--- src/rtl/led_mode_sequencer_if.sv ---
// Button/tick inputs and mode/LED/press-event outputs of the LED mode sequencer.
// The master side drives the button and tick strobes; the sequencer is the slave.
interface led_mode_sequencer_if;
  logic       btn;
  logic       tick_mf;
  logic       tick_lf;
  logic [1:0] state;
  logic       led_a;
  logic       led_b;
  logic       press_short;
  logic       press_long;

  modport master (
    output btn, tick_mf, tick_lf,
    input  state, led_a, led_b, press_short, press_long
  );

  modport slave (
    input  btn, tick_mf, tick_lf,
    output state, led_a, led_b, press_short, press_long
  );
endinterface

--- src/rtl/led_mode_sequencer.sv ---
// Button-driven mode controller: synchronise, debounce, classify short/long presses,
// step a 2-bit mode and drive the two-LED pattern for it.
module led_mode_sequencer #(
  parameter int unsigned DEBOUNCE_N = 4,
  parameter int unsigned LONG_N     = 16
) (
  input logic                  clk,
  input logic                  rst_n,
  led_mode_sequencer_if.slave  bus
);

  typedef enum logic [1:0] {ModeOff, ModeAlt, ModeBlink, ModeSteady} mode_e;
  typedef enum logic [1:0] {ClsIdle, ClsHeld, ClsLongDone} cls_e;

  logic       btn_meta;
  logic       btn_s;
  logic       btn_db;
  logic [3:0] db_cnt;

  cls_e       cls;
  logic [7:0] hold_cnt;
  mode_e      mode;
  mode_e      mode_nxt;
  logic       phase;
  logic       led_a;
  logic       led_b;
  logic       press_short;
  logic       press_long;
  logic       short_ev;
  logic       long_ev;

  always_ff @(posedge clk or negedge rst_n) begin
    if (!rst_n) begin
      btn_meta <= 1'b0;
      btn_s    <= 1'b0;
      btn_db   <= 1'b0;
      db_cnt   <= '0;
    end else begin
      btn_meta <= bus.btn;
      btn_s    <= btn_meta;
      if (bus.tick_mf) begin
        if (btn_s != btn_db) begin
          if (db_cnt == 4'(DEBOUNCE_N - 1)) begin
            btn_db <= ~btn_db;
            db_cnt <= '0;
          end else begin
            db_cnt <= db_cnt + 4'd1;
          end
        end else begin
          db_cnt <= '0;
        end
      end
    end
  end

  // A release coinciding with the final hold tick still counts as a long press.
  always_comb begin
    long_ev  = (cls == ClsHeld) && bus.tick_lf && (hold_cnt == 8'(LONG_N - 1));
    short_ev = (cls == ClsHeld) && !btn_db && !long_ev;
    mode_nxt = mode;
    if (long_ev) begin
      mode_nxt = ModeOff;
    end else if (short_ev) begin
      mode_nxt = mode_e'(mode + 2'd1);
    end
  end

  always_ff @(posedge clk or negedge rst_n) begin
    if (!rst_n) begin
      cls         <= ClsIdle;
      hold_cnt    <= '0;
      mode        <= ModeOff;
      phase       <= 1'b0;
      led_a       <= 1'b0;
      led_b       <= 1'b0;
      press_short <= 1'b0;
      press_long  <= 1'b0;
    end else begin
      press_short <= short_ev;
      press_long  <= long_ev;
      mode        <= mode_nxt;

      case (cls)
        ClsIdle: begin
          if (btn_db) begin
            cls      <= ClsHeld;
            hold_cnt <= '0;
          end
        end
        ClsHeld: begin
          if (long_ev) begin
            cls <= ClsLongDone;
          end else if (!btn_db) begin
            cls <= ClsIdle;
          end else if (bus.tick_lf) begin
            hold_cnt <= hold_cnt + 8'd1;
          end
        end
        ClsLongDone: begin
          if (!btn_db) begin
            cls <= ClsIdle;
          end
        end
        default: cls <= ClsIdle;
      endcase

      if ((mode_nxt != mode) || (mode == ModeOff)) begin
        phase <= 1'b0;
      end else if (bus.tick_lf) begin
        phase <= ~phase;
      end

      unique case (mode)
        ModeOff: begin
          led_a <= 1'b0;
          led_b <= 1'b0;
        end
        ModeAlt: begin
          led_a <= ~phase;
          led_b <= phase;
        end
        ModeBlink: begin
          led_a <= ~phase;
          led_b <= ~phase;
        end
        ModeSteady: begin
          led_a <= 1'b1;
          led_b <= 1'b1;
        end
      endcase
    end
  end

  assign bus.state       = mode;
  assign bus.led_a       = led_a;
  assign bus.led_b       = led_b;
  assign bus.press_short = press_short;
  assign bus.press_long  = press_long;

endmodule

--- src/flat_wrapper.sv ---
// flat-port wrapper written by rule: the top's interface ports become plain ports
module led_mode_sequencer_flat 
#(
  parameter int unsigned DEBOUNCE_N = 4,
  parameter int unsigned LONG_N     = 16
)
  (clk, rst_n, bus_btn, bus_tick_mf, bus_tick_lf, bus_state, bus_led_a, bus_led_b, bus_press_short, bus_press_long);
  led_mode_sequencer_if bus_i ();
  input logic clk;
  input logic rst_n;
  input wire logic [$bits(bus_i.btn)-1:0] bus_btn;
  input wire logic [$bits(bus_i.tick_mf)-1:0] bus_tick_mf;
  input wire logic [$bits(bus_i.tick_lf)-1:0] bus_tick_lf;
  output wire logic [$bits(bus_i.state)-1:0] bus_state;
  output wire logic [$bits(bus_i.led_a)-1:0] bus_led_a;
  output wire logic [$bits(bus_i.led_b)-1:0] bus_led_b;
  output wire logic [$bits(bus_i.press_short)-1:0] bus_press_short;
  output wire logic [$bits(bus_i.press_long)-1:0] bus_press_long;
  assign bus_i.btn = bus_btn;
  assign bus_i.tick_mf = bus_tick_mf;
  assign bus_i.tick_lf = bus_tick_lf;
  assign bus_state = bus_i.state;
  assign bus_led_a = bus_i.led_a;
  assign bus_led_b = bus_i.led_b;
  assign bus_press_short = bus_i.press_short;
  assign bus_press_long = bus_i.press_long;
  led_mode_sequencer #(.DEBOUNCE_N(DEBOUNCE_N), .LONG_N(LONG_N)) u_core (.clk(clk), .rst_n(rst_n), .bus(bus_i));
endmodule
--- config.mk ---
export PLATFORM = sky130hd
export DESIGN_NAME = led_mode_sequencer_flat
export DESIGN_NICKNAME = d
export VERILOG_FILES = /design/src/rtl/led_mode_sequencer_if.sv /design/src/rtl/led_mode_sequencer.sv /design/src/flat_wrapper.sv
export SDC_FILE = /design/constraint.sdc
export NUM_CORES = 1
export LEC_CHECK = 0
export CAP_MARGIN = 20
export CORE_AREA = 5 5 63 65
export DETAILED_ROUTE_END_ITERATION = 6
export DIE_AREA = 0 0 68 70
export PLACE_DENSITY = 0.6
export SLEW_MARGIN = 20
export SYNTH_ARGS = -nofsm -noshare
export SYNTH_HDL_FRONTEND = slang
export SYNTH_SLANG_ARGS = --single-unit
export TNS_END_PERCENT = 30
--- constraint.sdc ---
create_clock -name clk -period 2.9 [get_ports clk]
set_clock_uncertainty 0.05 [all_clocks]
set_input_delay 0.58 -clock clk [delete_from_list [all_inputs] [get_ports clk]]
set_output_delay 0.58 -clock clk [all_outputs]
set_load 0.01 [all_outputs]
==> flow_summary.yaml <==
synthesis:
  postSynthAreaPerCell_um2: 10.1
  synthArstFlopShare_pct: 100
  ys_warn_count: 0
  synthTopCellsByArea: "dfrtp_1 (49%), nand2_1 (4.6%), ha_1 (4.1%)"
  yosys_register_bits: 24
  synth_area_leader_cell: "dfrtp_1"
  synth-edff-count: 0
  synth.top_cell.area_share_pct: 48.9
  ys_top_cells_by_count: "dfrtp_1 (24), nand2_1 (15), o21ai_0 (8)"
  synth_area_um2: 1230
  synthDistinctLibCells: 43
  seq_area_frac_synth_pct: 48.9
  synth_nets: 131
  syn_inst: 122
  yosysMostFrequentCell: "dfrtp_1"
  synth_ff_type: "dfrtp_1"
layout:
  fin_nets: 143
  area_growth_pct: 13.6
  insertedDiodeCount: 0
  drive_gt1_share_pct: 9.85
sta:
  hold_violations: 0
  grt_setup_unrepaired: "no"
  drv_slew: 0
  setup_viol: 0
  finalCritPeriodShare_pct: 72.8
  worst_pin_slew_ps: 526
  fin_setup_tns_ps: 0
  post-route-min-period_ps: 2110
  fmax_ghz: 0.473
  slew_headroom_pct: 65.0
  setup_slack_ps: 788
global_routing:
  antenna_found_initial: 0
  grt_usage_pct: 11.2
  grt_pass1_vias: 946
  grt-ovfl-total: 0
  grt_max_degree: 25
  grt_pass1_wl_mm: 4.22
placement:
  gp_congestion: 0.826
  preCtsSetupSlack_ps: 447
  post-dp-hpwl_mm: 1.72
  numPortBuffers: 10
setup_path:
  crit_fanout: 9
  r2r_end: "u_core.hold_cnt[2]"
  cp-end-kind: "register"
  worstSetupPathType: "input pin to register"
  required_ps: 3050
  crit_chain: "clkdlybuf4s50_1 > nand2b_1 > or4_4 > and3_4 > a221o_1"
  worst-endpoint-arrival_ps: 2260
  cp_top_family: "simple AND/OR/NAND/NOR gates"
  regToRegStartpoint: "u_core.hold_cnt[0]"
  cp.buffers_inverters: 1
  worst_setup_path_start_kind: "input pin"
  critical-path-max-stage-delay_ps: 560
  reg2reg_setup_slack_ps: 1000
  rr_worst_depth: 5
  slowest_stage: "clkdlybuf4s50_1"
detailed_routing:
  vias_per_cell: 5.31
  routedWlPerCell_um: 13.4
  wl_met1_mm: 1.11
  dr_wl_met3_um: 89
  drtIter0Drc: 39
  drt.antenna.violating_nets: 0
  wirelength_mm: 2.39
  drc_errors: 0
  route.met2.wl_mm: 1.17
  dr.pass1.iters: 4
  top_layer: "met4"
  vias: 946
worst_hold_path:
  hold_start: "u_core.btn_meta"
  hp-class: "register to register"
  whs_path_depth: 0
  holdPathEnd: "u_core.btn_s"
clock_network:
  cts_buffers: 3
  cts_sinks: 24
  cts-root-buf: "clkbuf_4"
  cts_tree: "done"
  path_clk_slew_ps: 120
  clk_latency_ps: 310
  postCtsSetupRepairBufs: 0
  ctsResizeCount: 0
  postCtsHoldBufs: 0
  h-tree-depth: 1
  cts_max_path_buffers: 2
pwr:
  p_leak_nw: 0.578
  p_sw_w: 0.000401
  cellPowerDensity_nw_per_um2: 765
  sequentialPowerShare_pct: 50.4
  ir_drop_mv: 0.187
  pwr-share-comb_pct: 36.1
  switching_share_pct: 37.5
  p_int_w: 0.000666
  pwr-share-clk_pct: 13.5
floorplanning:
  ioPinCount: 11
  initial_utilization_pct: 37.4
  die_width_um: 68
  die_area_um2: 4760
  core_region_area_um2: 3280
  rows: 21
  dieHeight_um: 70
run_status:
  status: "finished, final reports clean"
job:
  maxCapViolCount: 0
stage by stage:
step / cell area [um^2] / hold WS, ps / power, W / utilization [%] / cells
final: 1390 / 312 / 0.00107 / 42.4 / 178
after global placement: 1370 / 287 / 0.000915 / 41.8 / 175
after floorplan: 1230 / 234 / 0.000790 / - / 122
after global routing: 1390 / 336 / 0.00117 / 42.4 / 178
after CTS: 1390 / 317 / 0.00108 / 42.4 / 178
after detailed placement: 1370 / 287 / 0.000929 / 41.8 / 175
power by group through the flow:
stage,clock network [W],registers [W],logic [W]
floorplan,0,0.000501,0.000289
global placement,0,0.000541,0.000374
detailed placement,0,0.000545,0.000384
CTS,0.000150,0.000538,0.000388
global route,0.000169,0.000554,0.000442
finish,0.000144,0.000538,0.000385
worst register-to-register path: stages (launching register included):
cell and delay [ps]:
dfrtp_1 420, ha_1 240, nand4b_1 130, or4_4 490
and3_4 190, a221o_1 280
sequential cells by signal, indices dropped and copies added (netlist names):
register                count
u_core.hold_cnt             8
u_core.db_cnt               4
u_core.bus.state            2
u_core.cls                  2
u_core.btn_db               1
u_core.btn_meta             1
u_core.btn_s                1
u_core.bus.led_a            1
u_core.bus.led_b            1
u_core.bus.press_long       1
u_core.bus.press_short      1
u_core.phase                1
placed cells by master, fill, tap and decap left out, types with 2 or more instances in the layout:
cell              n
a21oi_1           3
a221o_1           2
a31oi_1           3
and3_1            2
buf_4             2
clkbuf_4          3
clkdlybuf4s50_1  10
dfrtp_1          24
ha_1              4
inv_1             4
nand2_1          15
nand2b_1          4
nand3_1           4
nand3b_1          3
nand4_1           3
nand4b_1          2
nor2_1            5
nor3b_1           3
nor4_1            2
o211ai_1          2
o21ai_0           8
o31ai_1           2
xnor2_1           2
final cells by class:
class	instances	area, um^2
tap	46	57.6
sequential	24	601
multi-input combinational	89	583
timing repair buffer	12	115
clock buffer	3	22.5
fill	324	1890
inverter	4	15.0
metal layers:
layer	vias to the layer above	GRT usage (%)
met1	462	15.2
met4	0	3.75
li1	466	-
met3	2	2.08
met2	16	17.7
met5	-	0
cell families after synthesis:
| logic type | after synthesis | synth area share (%) |
|---|---|---|
| AND/OR/NAND/NOR | 53 | 25.4 |
| adder cells (fa/ha/maj) | 4 | 4.08 |
| buffers and inverters | 9 | 3.57 |
| flip-flops | 24 | 48.9 |
| multiplexers | 1 | 0.917 |
| XOR/XNOR | 2 | 1.43 |
| AO/OA/AOI/OAI | 29 | 15.7 |
how the worst max path moves through the flow:
| stage | start | to | slack (ps) | depth (start not counted) |
|---|---|---|---|---|
| after floorplan | bus_tick_lf | u_core.hold_cnt[2] | 1050 | 5 |
| after global placement | bus_tick_lf | u_core.hold_cnt[2] | 500 | 5 |
| after detailed placement | bus_tick_lf | u_core.hold_cnt[2] | 450 | 5 |
| after CTS | bus_tick_lf | u_core.hold_cnt[2] | 800 | 5 |
| after global routing | bus_tick_lf | u_core.hold_cnt[2] | 730 | 5 |
| final | bus_tick_lf | u_core.hold_cnt[2] | 790 | 5 |
(Power assumes the default switching activity.)
==> RTL edit 1: new RTL, config.mk and constraints unchanged <==
The 3 values of `cls_e` get a one-hot encoding in 3 bits.
--- a/src/rtl/led_mode_sequencer.sv
+++ b/src/rtl/led_mode_sequencer.sv
@@ -12,3 +12,3 @@
   typedef enum logic [1:0] {ModeOff, ModeAlt, ModeBlink, ModeSteady} mode_e;
-  typedef enum logic [1:0] {ClsIdle, ClsHeld, ClsLongDone} cls_e;
+  typedef enum logic [2:0] {ClsIdle = 3'b001, ClsHeld = 3'b010, ClsLongDone = 3'b100} cls_e;
 
Formal check against the unedited RTL: same outputs for any inputs over 10 cycles, from zero or initial values and one cycle with rst_n low; not proved beyond that.
==> RTL edit 1 against the original RTL <==
- worst hold slack better by 4.5 ps
- worst setup slack better by 130 ps
- cell area is 1.2% higher
- sequential cell count is 1 higher
- total power is 5.1% lower
- wire length is 11% lower
- global-route usage is 1.0 points lower
- non-clock buffer count is 1 lower
- area after synthesis is 0.10% lower
- register-to-register slack worse by 80 ps
- critical path type is now register to register
- largest cell class unchanged
==> RTL edit 1: results (changes against the original RTL) <==
layout:
  drive_gt1_frac: 0.111  # was 0.0985
  reg_top3: "u_core.hold_cnt x8, u_core.db_cnt x4, u_core.cls x3"  # was u_core.hold_cnt x8, u_core.db_cnt x4
  nets: 136  # was 143
yosys:
  seq_area_frac_synth: 0.511  # was 0.489
  synth_area_leaders: "dfrtp_1, ha_1, xnor2_1"  # was dfrtp_1, nand2_1, ha_1
  synth-compound-area-share: 0.142  # was 0.157
  synthArstFlopShare: 1.00  # unchanged
  ys_top_cells_by_count: "dfrtp_1, nor2_1, inv_1"  # was dfrtp_1, nand2_1, o21ai_0
  ys_types: 44  # was 43
  synth_nets: 122  # was 131
  synth_cells: 113  # was 122
  synth_mux_area_frac: 0.0429  # was 0.00917
  synth_xor_area_frac: 0.0357  # was 0.0143
  synthAdderAreaFrac: 0.0408  # about the same
drt:
  dr.max_layer_used: "met4"  # unchanged
  wl_met2_um: 966  # was 1170 um
  wl_met1_um: 1070  # was 1110 um
  postRouteWirelength_um: 2130  # was 2390 um
  wl_per_cell_um: 12.4  # was 13.4 um
  vias: 895  # was 946
  dr.first_iter.drc_count: 27  # was 39
  dr_wl_met3_um: 70  # was 89 um
  dr.pass1.iters: 4  # unchanged
clocking:
  clkSlewWorstSetupHoldPaths_ps: 140  # was 120 ps
  post_cts_resized: 0  # unchanged
global_route:
  grt_pass1_vias: 869  # was 946
  grt_antenna_before_repair: 0  # unchanged
  grt_usage: 0.102  # was 0.112
  grt_pass1_wl_um: 3810  # was 4220 um
  grt_use_met2: 0.149  # was 0.177
  use_met3: 0.0176  # was 0.0208
  grt_max_degree: 26  # was 25
  use_met1: 0.141  # was 0.152
power:
  p_int_mw: 0.650  # was 0.666 mW
  share_seq_of_total_power: 0.495  # was 0.504
  p_leak_nw: 0.596  # was 0.578 nW
  vdd_drop_max_v: 0.000386  # was 0.000187 V
worst_setup_path:
  cp.arrival_ps: 2170  # was 2260 ps
  max_stage_delay_ps: 580  # was 560 ps
  crit_family: "simple AND/OR/NAND/NOR gates"  # unchanged
  crit_fanout: 8  # was 9
  slowest_stage: "or4_4"  # was clkdlybuf4s50_1
placement:
  hpwl_um: 1570  # was 1720 um
  placed_cells: 168  # was 175
  routabilityCongestion: 0.812  # was 0.826
  place_area_um2: 1380  # was 1370 um^2
  post-place-ws_ps: 623  # was 447 ps
timing:
  worst_pin_slew_ps: 493  # was 526 ps
run_status:
  status: "finished, final reports clean"  # unchanged
RTL edit 1: cell types whose count changed after synthesis, moves of 4 or more:
| cell | delta |
|---|---|
| inv_1 | +4 |
| nor2_1 | +4 |
| nand2_1 | -10 |
| o21ai_0 | -4 |
RTL edit 1: cell type report:
class / count / area [um^2]
Clock buffer: 3 / 22.5
Timing Repair Buffer: 11 / 108
Tap cell: 46 / 57.6
Clock inverter: 1 / 7.51
Inverter: 8 / 30.0
Multi-Input combinational cell: 78 / 558
Sequential cell: 25 / 627
Fill cell: 314 / 1870
RTL edit 1: path summary, 6_finish.rpt:
kind | from | end | slack [ps] | cells past startpoint
max | u_core.hold_cnt[5]$_DFFE_PN0P_ | u_core.phase$_DFFE_PN0P_ | 920 | 4
min | u_core.btn_meta$_DFF_PN0_ | u_core.btn_s$_DFF_PN0_ | 320 | 0
max reg2reg | u_core.hold_cnt[5]$_DFFE_PN0P_ | u_core.phase$_DFFE_PN0P_ | 920 | 4
min reg2reg | u_core.btn_meta$_DFF_PN0_ | u_core.btn_s$_DFF_PN0_ | 320 | 0
max in group asynchronous | rst_n | u_core.cls[0]$_DFFE_PN1P_ | 1960 | 2
min in group asynchronous | rst_n | u_core.db_cnt[3]$_DFFE_PN0P_ | 550 | 2
RTL edit 1: power by group through the flow:
stage / Sequential (mW) / Clock, mW / Combinational (mW)
2_1_floorplan: 0.508 / 0 / 0.226
3_3_place_gp: 0.506 / 0 / 0.347
3_5_place_dp: 0.509 / 0 / 0.358
4_1_cts: 0.503 / 0.167 / 0.359
5_1_grt: 0.516 / 0.186 / 0.399
6_report: 0.501 / 0.156 / 0.355
RTL edit 1: worst register-to-register path, stage by stage (launching register included):
cell and delay [ps]:
dfrtp_1 460, or4_4 590, nor4_4 460, nor2b_2 110, nor4_2 250
==> RTL edit 2: new RTL, same settings <==
Without the edit above. `LONG_N` is set to 16 in 2 places; all go to 12.
--- a/src/rtl/led_mode_sequencer.sv
+++ b/src/rtl/led_mode_sequencer.sv
@@ -4,3 +4,3 @@
   parameter int unsigned DEBOUNCE_N = 4,
-  parameter int unsigned LONG_N     = 16
+  parameter int unsigned LONG_N     = 12
 ) (
--- a/src/flat_wrapper.sv
+++ b/src/flat_wrapper.sv
@@ -4,3 +4,3 @@
   parameter int unsigned DEBOUNCE_N = 4,
-  parameter int unsigned LONG_N     = 16
+  parameter int unsigned LONG_N     = 12
 )
Check against the original RTL: same outputs for any inputs over 10 cycles, from zero or initial values and one cycle with rst_n low; that may be too few to reach the edited logic, so the function may still have changed.
==> RTL edit 2 against the original RTL <==
- area after synthesis is 5.1% lower
- count of clock-buffer cells in the layout stayed put
- worst setup slack worse by 20 ps
- sequential share of layout area is 0.47 points higher
- maximum frequency is 0.94% lower
- sequential cell count stayed put
- wire length is 6.8% lower
- sequential power is 4% lower
- total power is 9.4% higher
- cell area is 1.1% lower
- critical path type unchanged
- critical endpoint is now u_core.phase$_DFFE_PN0P_
- largest power group unchanged
==> RTL edit 2: results (changes against the original RTL) <==
placement:
  routabilityCongestion: 0.849  # was 0.826
  hpwl_um: 1620  # was 1720 um
global_route:
  grt_pass1_vias: 840  # was 946
  grt_usage: 0.107  # was 0.112
  grt_antenna_before_repair: 0  # unchanged
  use_met3: 0.0385  # was 0.0208
  grt_pass1_wl_um: 3870  # was 4220 um
yosys:
  syn_avg_cell_area_um2: 11.0  # was 10.1 um^2
  ys_types: 37  # was 43
  synth_area_leaders: "dfrtp_1, ha_1, nor2_1"  # was dfrtp_1, nand2_1, ha_1
  ys_top_cells_by_count: "dfrtp_1, nor2_1, inv_1"  # was dfrtp_1, nand2_1, o21ai_0
  synth_nets: 115  # was 131
  synthArstFlopShare: 1.00  # unchanged
  seq_area_frac_synth: 0.516  # was 0.489
worst_setup_path:
  cp.arrival_ps: 2310  # was 2260 ps
  max_stage_delay_ps: 530  # was 560 ps
  r2r-start: "u_core.hold_cnt[4]$_DFFE_PN0P_"  # was u_core.hold_cnt[0]$_DFFE_PN0P_
  reg2reg_slack_ps: 1040  # was 1000 ps
layout:
  nets: 131  # was 143
  inverters: 9  # was 4
  buf_share: 0.0835  # was 0.0826
  seq_cell_count: 24  # unchanged
  multi_input_area_share: 0.377  # was 0.418
  final_cells: 167  # was 178
  multi_input_gates: 72  # was 89
  reg_top3: "u_core.hold_cnt x8, u_core.db_cnt x4"  # unchanged
  area_share_clock_buf_inv: 0.0381  # was 0.0162
  drive_gt1_frac: 0.140  # was 0.0985
power:
  vdd_drop_max_v: 0.000383  # was 0.000187 V
  p_leak_nw: 0.595  # was 0.578 nW
clocking:
  clkSlewWorstSetupHoldPaths_ps: 140  # was 120 ps
  cts_buffers: 3  # unchanged
  clockRootBuffer: "clkbuf_4"  # unchanged
timing:
  hold_violations: 0  # unchanged
hold_path:
  hp-start: "u_core.btn_meta$_DFF_PN0_"  # unchanged
run_status:
  status: "finished, final reports clean"  # unchanged
drt:
  dr_wl_met3_um: 104  # was 89 um
  wl_met2_um: 1090  # was 1170 um
  wl_per_cell_um: 13.3  # was 13.4 um
[RTL edit 2: kinds of logic after synthesis]
family	share of synthesized area
and+or+nand+nor	0.219
DFF	0.516
AOI/OAI and AO/OA	0.0945
buffers and inverters	0.0387
xor gates and xnor gates	0.0451
muxes	0.0440
adders and majority gates	0.0430
[RTL edit 2: stage by stage]
| stage | hold WS (ps) | utilization | area [um^2] | setup slack [ps] |
|---|---|---|---|---|
| 4_1_cts | 323 | 0.420 | 1380 | 782 |
| 2_1_floorplan | 234 | - | 1160 | 859 |
| 5_1_grt | 335 | 0.420 | 1380 | 710 |
| 3_5_place_dp | 290 | 0.404 | 1330 | 433 |
| 3_3_place_gp | 283 | 0.404 | 1330 | 511 |
| 6_report | 320 | 0.420 | 1380 | 767 |
[RTL edit 2: report_power, final]
part | total (mW) | leakage, nW | internal (mW) | switching, mW
registers | 0.518 | 0.315 | 0.421 | 0.0969
logic | 0.405 | 0.252 | 0.205 | 0.199
clock network | 0.245 | 0.0279 | 0.140 | 0.105
